==> src/rtl/decoder38_pulse.sv <==
// decoder38_pulse: sequential 3-to-8 decoder with pulse shaping.
// A code is accepted when gs & ei & ready. It is then driven on y as a one-hot
// pulse (1 << code) for HOLD cycles, followed by GAP cycles of y = 0.
// Up to two codes can wait in a FIFO while a pulse is in progress.
//
// Ports:
//   clk      in   rising-edge clock
//   rst_n    in   asynchronous active-low reset
//   ei       in   enable; gates code acceptance only
//   i[2:0]   in   code to decode
//   gs       in   code-valid strobe
//   ovf_clr  in   synchronous clear of ovf
//   ready    out  pending buffer not full
//   y[7:0]   out  registered one-hot output
//   busy     out  FSM in HOLD or GAP
//   eo       out  ei & ~busy & buffer empty
//   ovf      out  sticky flag: a valid code was dropped
module decoder38_pulse #(
    parameter int unsigned HOLD = 4,
    parameter int unsigned GAP  = 1
) (
    input  logic       clk,
    input  logic       rst_n,
    input  logic       ei,
    input  logic [2:0] i,
    input  logic       gs,
    input  logic       ovf_clr,
    output logic       ready,
    output logic [7:0] y,
    output logic       busy,
    output logic       eo,
    output logic       ovf
);

    localparam int unsigned MaxCnt = (HOLD > GAP) ? HOLD : GAP;
    localparam int unsigned CW     = $clog2(MaxCnt + 1);
    localparam logic [CW-1:0] HoldLd = CW'(HOLD - 1);
    localparam logic [CW-1:0] GapLd  = CW'((GAP > 0) ? GAP - 1 : 0);
    localparam bit HasGap = (GAP != 0);

    typedef enum logic [1:0] {StIdle, StHold, StGap} state_e;

    state_e          state_q, state_d;
    logic [CW-1:0]   cnt_q, cnt_d;
    logic [7:0]      y_q, y_d;
    logic [2:0]      mem_q [2];
    logic            rd_ptr_q, wr_ptr_q;
    logic [1:0]      count_q, count_d;
    logic            ovf_q;

    logic            full, empty, accept, drop, push, pop, bypass;
    logic [2:0]      head;

    assign full   = (count_q == 2'd2);
    assign empty  = (count_q == 2'd0);
    assign accept = gs & ei & ~full;
    assign drop   = gs & ei & full;
    assign head   = mem_q[rd_ptr_q];

    // A bypassed code goes straight to y and never enters the FIFO.
    assign push    = accept & ~bypass;
    assign count_d = count_q + {1'b0, push} - {1'b0, pop};

    always_comb begin
        state_d = state_q;
        cnt_d   = cnt_q;
        y_d     = y_q;
        pop     = 1'b0;
        bypass  = 1'b0;
        unique case (state_q)
            StIdle: begin
                if (!empty) begin
                    pop     = 1'b1;
                    y_d     = 8'd1 << head;
                    cnt_d   = HoldLd;
                    state_d = StHold;
                end else if (accept) begin
                    bypass  = 1'b1;
                    y_d     = 8'd1 << i;
                    cnt_d   = HoldLd;
                    state_d = StHold;
                end
            end
            StHold: begin
                if (cnt_q != '0) begin
                    cnt_d = cnt_q - CW'(1);
                end else if (HasGap) begin
                    y_d     = 8'h00;
                    cnt_d   = GapLd;
                    state_d = StGap;
                end else if (!empty) begin
                    // No gap: next pulse follows without a zero cycle.
                    pop   = 1'b1;
                    y_d   = 8'd1 << head;
                    cnt_d = HoldLd;
                end else begin
                    y_d     = 8'h00;
                    state_d = StIdle;
                end
            end
            StGap: begin
                if (cnt_q != '0) begin
                    cnt_d = cnt_q - CW'(1);
                end else if (!empty) begin
                    pop     = 1'b1;
                    y_d     = 8'd1 << head;
                    cnt_d   = HoldLd;
                    state_d = StHold;
                end else begin
                    state_d = StIdle;
                end
            end
            default: begin
                y_d     = 8'h00;
                cnt_d   = '0;
                state_d = StIdle;
            end
        endcase
    end

    always_ff @(posedge clk or negedge rst_n) begin
        if (!rst_n) begin
            state_q  <= StIdle;
            cnt_q    <= '0;
            y_q      <= 8'h00;
            rd_ptr_q <= 1'b0;
            wr_ptr_q <= 1'b0;
            count_q  <= 2'd0;
            mem_q[0] <= 3'd0;
            mem_q[1] <= 3'd0;
        end else begin
            state_q <= state_d;
            cnt_q   <= cnt_d;
            y_q     <= y_d;
            count_q <= count_d;
            if (push) begin
                mem_q[wr_ptr_q] <= i;
                wr_ptr_q        <= ~wr_ptr_q;
            end
            if (pop) begin
                rd_ptr_q <= ~rd_ptr_q;
            end
        end
    end

    // Drop has priority over clear so a same-cycle loss is never hidden.
    always_ff @(posedge clk or negedge rst_n) begin
        if (!rst_n) begin
            ovf_q <= 1'b0;
        end else if (drop) begin
            ovf_q <= 1'b1;
        end else if (ovf_clr) begin
            ovf_q <= 1'b0;
        end
    end

    assign ready = ~full;
    assign y     = y_q;
    assign busy  = (state_q != StIdle);
    assign eo    = ei & ~busy & empty;
    assign ovf   = ovf_q;

endmodule
==> config.mk <==
export PLATFORM = sky130hd
export DESIGN_NAME = decoder38_pulse
export DESIGN_NICKNAME = d
export VERILOG_FILES = /design/src/rtl/decoder38_pulse.sv
export SDC_FILE = /design/constraint.sdc
export NUM_CORES = 1
export LEC_CHECK = 0
export ABC_CLOCK_PERIOD_IN_PS = 2160
export BUFFER_PORTS_ARGS = -buffer_cell sky130_fd_sc_hd__buf_2
export CORE_ASPECT_RATIO = 1.4
export CORE_MARGIN = 2
export CORE_UTILIZATION = 55
export DETAILED_ROUTE_END_ITERATION = 8
export PLACE_DENSITY = 0.77
export SYNTH_ARGS = -nofsm -noshare
export SYNTH_HDL_FRONTEND = slang
export SYNTH_SLANG_ARGS = --single-unit
==> constraint.sdc <==
create_clock -name clk -period 2.16 [get_ports clk]
set_input_delay 0.432 -clock clk [delete_from_list [all_inputs] [get_ports clk]]
set_output_delay 0.432 -clock clk [all_outputs]
set_load 0.05 [all_outputs]
# ---- Word level (Yosys, flattened, before mapping)
# Cells that the tools add are included.
dict set report word_totals {
  ff_bits 24
  latchBits 0
  ram_bits 0
  rom_bits 0
  in_bits 8
  elab_cells 79
  memories 0
}
dict set report classes {
  n_addsub 3
  n_mul 0
  div_mod_pow 0
  n_lt_le_gt_ge 3
  eq_ne 8
  shifts 2
  mux 32
  n_bitwise 13
  n_reduce_logical 9
}
# op count
set op_table {}
lappend op_table {{$mux W8} 5}
lappend op_table {{$mux W3} 9}
lappend op_table {{$pmux W8 S3} 1}
lappend op_table {{$shl A1 B3 Y8 const A} 2}
lappend op_table {{$pmux W3 S3} 1}
lappend op_table {{$mux W1} 8}
lappend op_table {{$mux W2} 4}
lappend op_table {{$and A1 B1 Y1} 6}
lappend op_table {{$bwmux W6} 1}
lappend op_table {{$ne A2 B2 Y1 const B} 3}
lappend op_table {{$ne A3 B3 Y1 const B} 2}
lappend op_table {{$pmux W2 S3} 1}
lappend op_table {{$not A1 Y1} 5}
lappend op_table {{$eq A2 B2 Y1 const B} 2}
lappend op_table {{$ge A2 B2 Y1 const B} 2}
lappend op_table {{$logic_not A2 Y1} 2}
lappend op_table {{$not A1 Y2} 2}
lappend op_table {{$reduce_and A4 Y1} 1}
lappend op_table {{$reduce_bool A2 Y1} 2}
lappend op_table {{$demux W3 S1} 1}
lappend op_table {{$reduce_and A3 Y1} 1}
lappend op_table {{$reduce_bool A3 Y1} 1}
lappend op_table {{$sub A3 B1 Y3 const B} 1}
lappend op_table {{$add A2 B1 Y2} 1}
lappend op_table {{other kinds (6)} 6}

# ---- Longest topological paths before layout
# Gate-level depths: netlist (run 1).
dict set report depth {
  ltp_word 10
  ltp_mapped 7
  ltp_nobuf 7
}

# ---- Worst setup path before layout (run 1)
# No wires, ideal clock.
dict set report synth_timing {
  path_type {flip-flop to flip-flop}
  from {register cnt_q[1]}
  to {register count_q[1]}
  arrival_time_ps 1873
  t_required_ps 2080
  path_slack_ps 207
  stages_incl_launch_ff 8
  period_less_slack_ps 1953
  cell_sequence {dfrtp_1 or3_4 a211oi_1 ha_1 inv_1 ha_1 xnor2_1 xnor2_1}
}
dict set report synth_via {
  elab_chain_cells 4
}
# item line
set synth_rtl {}
lappend synth_rtl {{start: declaration} 44} ;# logic [CW-1:0] cnt_q, cnt_d;
lappend synth_rtl {{start signal: assignment} 133} ;# cnt_q <= cnt_d;
lappend synth_rtl {{$reduce_bool A3 Y1} {85, 102}}
lappend synth_rtl {{$mux W1} 102} ;# if (cnt_q != '0) begin
lappend synth_rtl {{$pmux W1 S2} 70} ;# unique case (state_q)
lappend synth_rtl {{named net pop} 51} ;# logic full, empty, accept, drop, push, pop, bypass;
lappend synth_rtl {{$sub A2 B1 Y2} 62} ;# assign count_d = count_q + {1'b0, push} - {1'b0, pop};
lappend synth_rtl {{named net count_d[1]} 48} ;# logic [1:0] count_q, count_d;
lappend synth_rtl {{end signal: assignment} 135} ;# count_q <= count_d;
lappend synth_rtl {{end: declaration} 48}
# The timed path passes the listed nets, and every way through them passes these cells.
# A chain may end at the register's enable or synchronous reset.

# ---- Worst setup path after layout (run 1)
# Same ends and word-level chain as after synthesis.

==> results by stage, run 1 <==
Status:
- The flow ran to the end, and the final reports show no timing, DRC or antenna violations.

Layout:
- 0 antenna diodes ended up in the layout.
- Leaving out fill and tap cells, the most frequent cells in the layout are 23 x sky130_fd_sc_hd__dfrtp_1, 19 x sky130_fd_sc_hd__buf_2, 12 x sky130_fd_sc_hd__nand2_1.
- The combined flip-flop and latch cell area is 602 sq um.
- The most common library cell in the layout ignoring fill and taps is sky130_fd_sc_hd__dfrtp_1.
- For this run, the number of standard cells in the final layout without fillers is 172.
- The final-stage net count is 160.
- Measured on the finished design, the core utilization comes to 0.650.
- The filler cells instantiated in the layout total 191.
- With fillers left out, the area of the finished cells amounts to 0.00154 sq mm.
- In the final layout, the multi-input gates occupy 722 sq um.
- From synthesis to final layout, the design area changed by 13.2%.
- The fraction of layout cells with a size suffix above 1 is 0.289.

STA:
- Setup violations remaining at the end of the flow were counted as 0.
- The worst hold margin is 0.0604 ns.
- The worst pin sits at a relative slew slack of 0.645.
- The number of hold violations in the final report came to 0.
- The count of pins over their slew limit was 0.
- For the final routed database, the setup TNS stands at 0 ns.
- Setup repair after global routing left no endpoint under its margin.
- The largest clock skew in the final design is 0.00140 ns.
- The least setup slack across all paths after layout is 0.106 ns.
- In the finished design, the share of the clock period the worst path needs comes to 0.951.
- Based on the critical path, the design can be clocked at up to 487 MHz.
- The routed design could run at a clock period as short as 2.05 ns.
- The slew at the pin with the worst max-slew slack is 0.532 ns.

Global route:
- The total global-route track usage is 0.219.
- Entering global routing, the biggest net connects 25 pins.
- The aggregate global routing overflow is 0.
- The initial antenna violation count is 0.
- The number of global-route vias before repair is 1,059.
- The first-pass GRT wire length is 4.64 mm.

Flow run:
- The tool flagged a number of max-cap violations equal to 0.

Floorplanning:
- The height of the die is 62.8 um.
- The die span in x is 46.0 um.
- The die covers 0.00289 sq mm.
- The starting utilization of the core area is 0.574.
- After floorplanning, the core was sized to cover 0.00236 sq mm.
- The I/O pin count is 20.
- The number of core rows is 21.

Placement:
- The placement-stage worst setup slack is 0.0327 ns.
- The placed instance area is 0.00149 sq mm.
- The global placement routability congestion is 0.878.
- The number of placed cells counting well taps is 168.
- The count of buffers inserted at the top-level ports is 19.
- The wire-length estimate of the detail-placed layout is 2.08 mm.

Clock network:
- The clock transition at the register clock pins on the worst setup and hold paths after CTS is 0.13 ns.
- The hold buffer count at cts is 0.
- TritonCTS built the clock tree.
- The maximum buffer depth of the clock tree is 2.
- In this run, CTS created clock tree buffers numbering 3.
- Clock tree synthesis selected as its root buffer the cell sky130_fd_sc_hd__clkbuf_4.
- The clock reaches the later pin of the worst-skew pair after 0.33 ns.
- Counting every sink on the clock net gives 24.
- The H-tree depth reported by CTS is 1.

Detailed routing:
- The number of nets with antenna violations after routing is 0.
- In the final routed layout, each cell accounts on average for 15.9 um.
- The pre-antenna-repair detailed-routing pass consisted of 4 iterations.
- Across all layers, the routed design uses 1,055 vias.
- In the routed layout, each cell is associated on average with a via count of 6.13.
- The detailed router's first-iteration violation count is 29.
- In the routed design, unresolved DRC markers number 0.
- The routed wire length is 2.74 mm.

Critical path:
- The delay of the slowest cell on the worst path is 0.45 ns.
- Data on the critical path arrives at its endpoint at 2.31 ns.
- The kind of launch point of the worst setup path is a register.
- For flop-to-flop paths, the worst setup slack is 0.11 ns.
- Measured in cells, the most critical reg-to-reg path has a length of 7.
- The startpoint of the most critical register-to-register path is cnt_q[1].
- Along the worst path, the maximum fanout reaches 6.
- The slowest stage of the critical path is the sky130_fd_sc_hd__dfrtp_1 cell.
- The critical path is of the register to register type.
- The data required time at the worst endpoint is 2.42 ns.
- The first element of the critical path is cnt_q[1].
- The worst setup path is captured at a register.
- Following the worst setup path forward leads to its endpoint at count_q[1].
- The critical register-to-register path endpoint is count_q[1].
- The signal on the critical path passes through or3_4 > a211oi_2 > ha_1 > inv_1 > ha_1 > xnor2_1 > xnor2_1.

Synth:
- Yosys mapped a number of flops with a built-in enable equal to 0.
- In the synthesized netlist, the number of instances is 126.
- In this run, distinct cell masters in the synthesized netlist total 42.
- Counting flops with an async set or reset pin after synthesis yields a share of 1.00.
- In this run the mean area of a mapped cell was 10.8 sq um.
- The number of synthesized register bits is 24.
- When the netlist entered floorplanning its net count stood at 136.
- For this run, the register share of the synthesized area comes to 0.442.
- The number of warnings reported in the yosys synthesis log is 0.
- The most used flip-flop cell after synthesis is sky130_fd_sc_hd__dfrtp_1.
- Summing every instance area after synthesis gives 0.00136 sq mm.

Pwr:
- Summing internal, switching and leakage power gives 2.50 mW.
- The power density over the cells is 1620 mW/mm^2.
- In this run the static leakage power is 0.709 nW.
- VDD sags by at most 960 uV.

Min path:
- The tightest min-delay check is of the input port to async pin type.
Yosys cell counts, drive strengths merged, types with 3 or more instances:
cell type | count | area (sq um)
mux2 | 10 | 139
nor2 | 7 | 26.3
a32o | 4 | 40.0
o21ai | 5 | 36.3
o2bb2ai | 5 | 43.8
nand2b | 3 | 18.8
nor3 | 4 | 20.0
mux2i | 3 | 30.0
inv | 8 | 30.0
a21oi | 3 | 15.0
o32ai | 3 | 26.3
nand2 | 12 | 45.0
dfrtp | 24 | 601
xnor2 | 3 | 26.3
sequential cells by signal, indices dropped and copies added, names as in the netlist:
| name | count |
|---|---|
| mem_q | 6 |
| ovf | 1 |
| rd_ptr_q | 1 |
| count_q | 2 |
| wr_ptr_q | 1 |
| cnt_q | 3 |
| state_q | 2 |
| y | 8 |
layer usage:
metal | up-vias | wire, um | track usage | share of wire
met3 | 8 | 115 | 0.0405 | 0.042
li1 | 514 | - | - | -
met2 | 41 | 1370 | 0.332 | 0.50
met5 | - | 0 | 0 | 0
met4 | 0 | 76 | 0.139 | 0.028
met1 | 492 | 1180 | 0.274 | 0.43
cell families (layout without fill, tap and decap cells):
family	Yosys count	after routing	synth area share
AOI/OAI and AO/OA	35	35	0.212
xor gates and xnor gates	4	4	0.0258
adders and majority gates	2	2	0.0184
buffers and inverters	11	34	0.0313
DFF	24	24	0.442
muxes	13	13	0.124
and+or+nand+nor	37	37	0.146
repair_timing:
action | in CTS | in global routing
endpoints found under the setup margin | 1 | 1
resized for setup | 1 | 2
gates cloned | 0 | 0
buffers inserted | 0 | 0
critical path, delay by kind of cell (launching register included):
family / cells / cell delay [ns]
flip-flops: 1 / 0.45
XOR/XNOR: 2 / 0.28
AO/OA/AOI/OAI: 1 / 0.32
buffers and inverters: 1 / 0.05
adder cells (fa/ha/maj): 2 / 0.44
AND/OR/NAND/NOR: 1 / 0.44
cell type report:
type	count	share of cell area
Multi-Input combinational cell	91	0.470
Sequential cell	24	0.392
Tap cell	23	0.0187
Clock buffer	4	0.0236
Timing Repair Buffer	22	0.0765
Inverter	8	0.0195
worst min-delay path by stage:
stage          startpoint  endpoint  slack (ns)  depth (start not counted)
2_1_floorplan       rst_n  cnt_q[0]        0.14                          0
3_5_place_dp        rst_n  mem_q[2]        0.44                          1
3_3_place_gp        rst_n  mem_q[2]        0.44                          1
6_report            rst_n  mem_q[2]        0.06                          1
5_1_grt             rst_n  mem_q[2]        0.08                          1
4_1_cts             rst_n  mem_q[0]        0.08                          1
power by group:
part           switching, mW  leakage, nW  internal, mW
Clock                  0.141       0.0210         0.103
Combinational          0.822        0.384         0.573
Sequential             0.215        0.304         0.643
Total                   1.18        0.709          1.32
(Power assumes the default switching activity.)
==> run 2: changes to the inputs <==
--- a/config.mk
+++ b/config.mk
@@ -10,8 +10,10 @@
 export CORE_ASPECT_RATIO = 1.4
 export CORE_MARGIN = 2
 export CORE_UTILIZATION = 55
+export CTS_BUF_LIST = sky130_fd_sc_hd__clkbuf_16
 export DETAILED_ROUTE_END_ITERATION = 8
 export PLACE_DENSITY = 0.77
+export SKIP_LAST_GASP = 1
 export SYNTH_ARGS = -nofsm -noshare
 export SYNTH_HDL_FRONTEND = slang
 export SYNTH_SLANG_ARGS = --single-unit
==> run 2 against run 1 <==
Die area is the same; via count grew 1.4%; clock skew grew 0.0013 ns; first-iteration DRC count grew 41%; core utilization grew 1.6 points; critical endpoint unchanged; worst hold slack gained 0.091 ns; largest power group unchanged; cell area grew 2.5%; clock-buffer cell count shrank 1; clock power grew 64%; sequential share of layout area shrank 1.0 points.
==> results by stage, run 2 (synthesized netlist as in run 1, its figures left out) <==
Status:
- Result of the run: completed (unchanged).

Floorplanning:
- The starting utilization of the core area is 0.574 (unchanged).
- The die span in x was 46.0 um (unchanged).
- The number of core rows is 21 (unchanged).
- The area inside the core boundary was 0.00236 sq mm (unchanged).
- The I/O pin count came to 20 (unchanged).
- The die outline area is 0.00289 sq mm (unchanged).
- The height of the die is 62.8 um (unchanged).

STA:
- The highest clock frequency the design can meet was 495 MHz (was 487 MHz).
- The part of the cycle the worst path needs is 0.936 (was 0.951).
- The number of hold violations in the final report is 0 (unchanged).
- The final sum of negative setup slack was 0 ns (unchanged).
- The least setup slack across all paths after layout is 0.139 ns (was 0.106 ns).
- The worst hold margin is 0.152 ns (was 0.0604 ns).
- The worst max-slew margin expressed relative to the limit is 0.643 (was 0.645).
- The count of pins over their slew limit was 0 (unchanged).
- The slew at the pin with the worst max-slew slack came to 0.535 ns (was 0.532 ns).
- The time the worst path needs with I/O delays and setup came to 2.02 ns (was 2.05 ns).
- Setup repair after global routing missed its margin: false (unchanged).
- The largest clock skew in the final design is 0.00272 ns (was 0.00140 ns).
- The final count of negative-setup-slack endpoints came to 0 (unchanged).

Clock network:
- The number of clock sinks was 24 (unchanged).
- The hold buffer count at cts is 0 (unchanged).
- The H-tree depth reported by CTS is 1 (unchanged).
- The clock transition at the register clock pins on the worst setup and hold paths after CTS is 0.06 ns (was 0.13 ns).
- The count of buffers added by post-CTS timing repair for setup came to 0 (unchanged).
- The maximum buffer depth of the clock tree is 2 (unchanged).
- The number of clock buffers inserted by TritonCTS is 3 (unchanged).
- The worst-skew pair later-pin latency is 0.26 ns (was 0.33 ns).
- The clock tree from TritonCTS is done (unchanged).
- The root cell of the clock tree is sky130_fd_sc_hd__clkbuf_16 (was sky130_fd_sc_hd__clkbuf_4).

Critical path:
- The data required time at the worst endpoint came to 2.34 ns (was 2.42 ns).
- The startpoint of the most critical register-to-register path is cnt_q[1] (unchanged).
- The kind of launch point of the worst setup path is a register (unchanged).
- The worst reg-to-reg setup slack is 0.14 ns (was 0.11 ns).
- The first element of the critical path is cnt_q[1] (unchanged).
- The critical path start-end classification is register to register (unchanged).
- The number of cells on the worst reg-to-reg path came to 7 (unchanged).
- The critical register-to-register path endpoint is count_q[1] (unchanged).
- The highest net fanout along the worst path is 6 (unchanged).
- The arrival time at the worst endpoint was 2.20 ns (was 2.31 ns).
- The capturing element of the worst setup path is count_q[1] (unchanged).
- The endpoint type of the worst setup path is a register (unchanged).

Layout:
- The combined flip-flop and latch cell area is 601 sq um (was 602 sq um).
- The area growth from synthesis to layout is 16.0% (was 13.2%).
- The flip-flop count of the largest register, all copies and words added was 8 (unchanged).
- The most common library cell in the layout ignoring fill and taps was sky130_fd_sc_hd__dfrtp_1 (unchanged).
- The fraction of layout cells with a size suffix above 1 was 0.268 (was 0.289).
- The filler-free cell count of the finished design is 172 (unchanged).
- The final-stage net count is 160 (unchanged).
- The total inserted antenna cells is 0 (unchanged).
- The number of filler instances in the final layout is 188 (was 191).
- Most frequent cells in the layout: 24 x sky130_fd_sc_hd__dfrtp_1, 19 x sky130_fd_sc_hd__buf_2, 12 x sky130_fd_sc_hd__nand2_1 (was 23 x sky130_fd_sc_hd__dfrtp_1, 19 x sky130_fd_sc_hd__buf_2, 12 x sky130_fd_sc_hd__nand2_1).
- The combined area of the multi-input logic cells is 719 sq um (was 722 sq um).

Global route:
- The largest net degree at the start of global routing is 25 (unchanged).
- The initial antenna violation count is 0 (unchanged).
- The number of global-route vias before repair is 1,042 (was 1,059).
- The aggregate global routing overflow is 0 (unchanged).
- The first-pass GRT wire length is 4.64 mm (about the same).
- The total global-route track usage is 0.217 (was 0.219).

Pwr:
- The share of total power in the clock network is 0.151 (was 0.098).
- The register share of total power is 0.323 (was 0.343).
- The switching power came to 1.18 mW (about the same).
- The internal portion of total power is 1.46 mW (was 1.32 mW).
- The static leakage is 0.727 nW (was 0.709 nW).
- The switching power share of the total is 0.447 (was 0.472).
- The power density over the cells was 1680 mW/mm^2 (was 1620 mW/mm^2).
- The total power of the final layout is 2.65 mW (was 2.50 mW).
- The combinational power share was 0.526 (was 0.559).
- The largest vdd supply drop is 1020 uV (was 960 uV).

Placement:
- The count of buffers inserted at the top-level ports is 19 (unchanged).
- The final HPWL from detailed placement is 2.08 mm (unchanged).
- The number of placed cells counting well taps is 168 (unchanged).
- The global placement routability congestion is 0.878 (unchanged).
- The placement-stage worst setup slack is 0.0327 ns (unchanged).

Detailed routing:
- The average via count per standard cell is 6.22 (was 6.13).
- The residual DRC count is 0 (unchanged).
- The number of nets with antenna violations after routing is 0 (unchanged).
- The count of TritonRoute iterations in the first routing pass is 4 (unchanged).
- The routed wire length is 2.78 mm (was 2.74 mm).
- The detailed router's first-iteration violation count is 41 (was 29).
- The routed length per placed instance is 16.1 um (was 15.9 um).
- The total vias in the final route is 1,070 (was 1,055).

Min path:
- The worst hold-check path type is input port to async pin (unchanged).

Flow run:
- The number of maximum-capacitance violations is 0 (unchanged).
run 2: metrics by stage:
stage	utilization	cell area, sq um
2_1_floorplan	-	1360
3_3_place_gp	0.631	1490
3_5_place_dp	0.631	1490
4_1_cts	0.664	1570
5_1_grt	0.666	1580
6_report	0.666	1580
run 2: layout make-up:
| cell class | instances | share of cell area |
|---|---|---|
| Clock buffer | 3 | 0.0477 |
| Clock inverter | 1 | 0.00238 |
| Inverter | 8 | 0.0191 |
| Multi-Input combinational cell | 91 | 0.457 |
| Sequential cell | 24 | 0.381 |
| Tap cell | 23 | 0.0183 |
| Timing Repair Buffer | 22 | 0.0747 |
run 2: per-layer routing:
layer	wire, um	track usage
met3	106	0.0405
met1	1180	0.274
met5	0	0
met2	1410	0.342
met4	84	0.104
run 2: worst min path at each step:
stage / slack [ns] / depth (start not counted) / end
3_5_place_dp: 0.44 / 1 / mem_q[2]
5_1_grt: 0.19 / 1 / mem_q[2]
6_report: 0.15 / 1 / mem_q[2]
2_1_floorplan: 0.14 / 0 / cnt_q[0]
3_3_place_gp: 0.44 / 1 / mem_q[2]
4_1_cts: 0.17 / 1 / mem_q[0]
run 2: critical path, cell delays in order, from the launching register on:
cell and delay, ns:
sky130_fd_sc_hd__dfrtp_1 0.42, sky130_fd_sc_hd__or3_4 0.44, sky130_fd_sc_hd__a211oi_2 0.31, sky130_fd_sc_hd__ha_1 0.28, sky130_fd_sc_hd__inv_1 0.05, sky130_fd_sc_hd__ha_1 0.15, sky130_fd_sc_hd__xnor2_1 0.14, sky130_fd_sc_hd__xnor2_1 0.14
run 2: timing repair:
action | CTS | global route
setup endpoints to repair | 0 | 1
resized for setup | 0 | 1
endpoints found under the hold margin | 0 | 0
run 2: power by group through the flow:
| stage | registers, mW | logic (mW) | clock network, mW |
|---|---|---|---|
| 3_3_place_gp | 0.850 | 1.34 | 0 |
| 3_5_place_dp | 0.859 | 1.38 | 0 |
| 2_1_floorplan | 1.01 | 0.918 | 0 |
| 5_1_grt | 0.891 | 1.50 | 0.432 |
| 4_1_cts | 0.851 | 1.39 | 0.406 |
| 6_report | 0.855 | 1.39 | 0.399 |
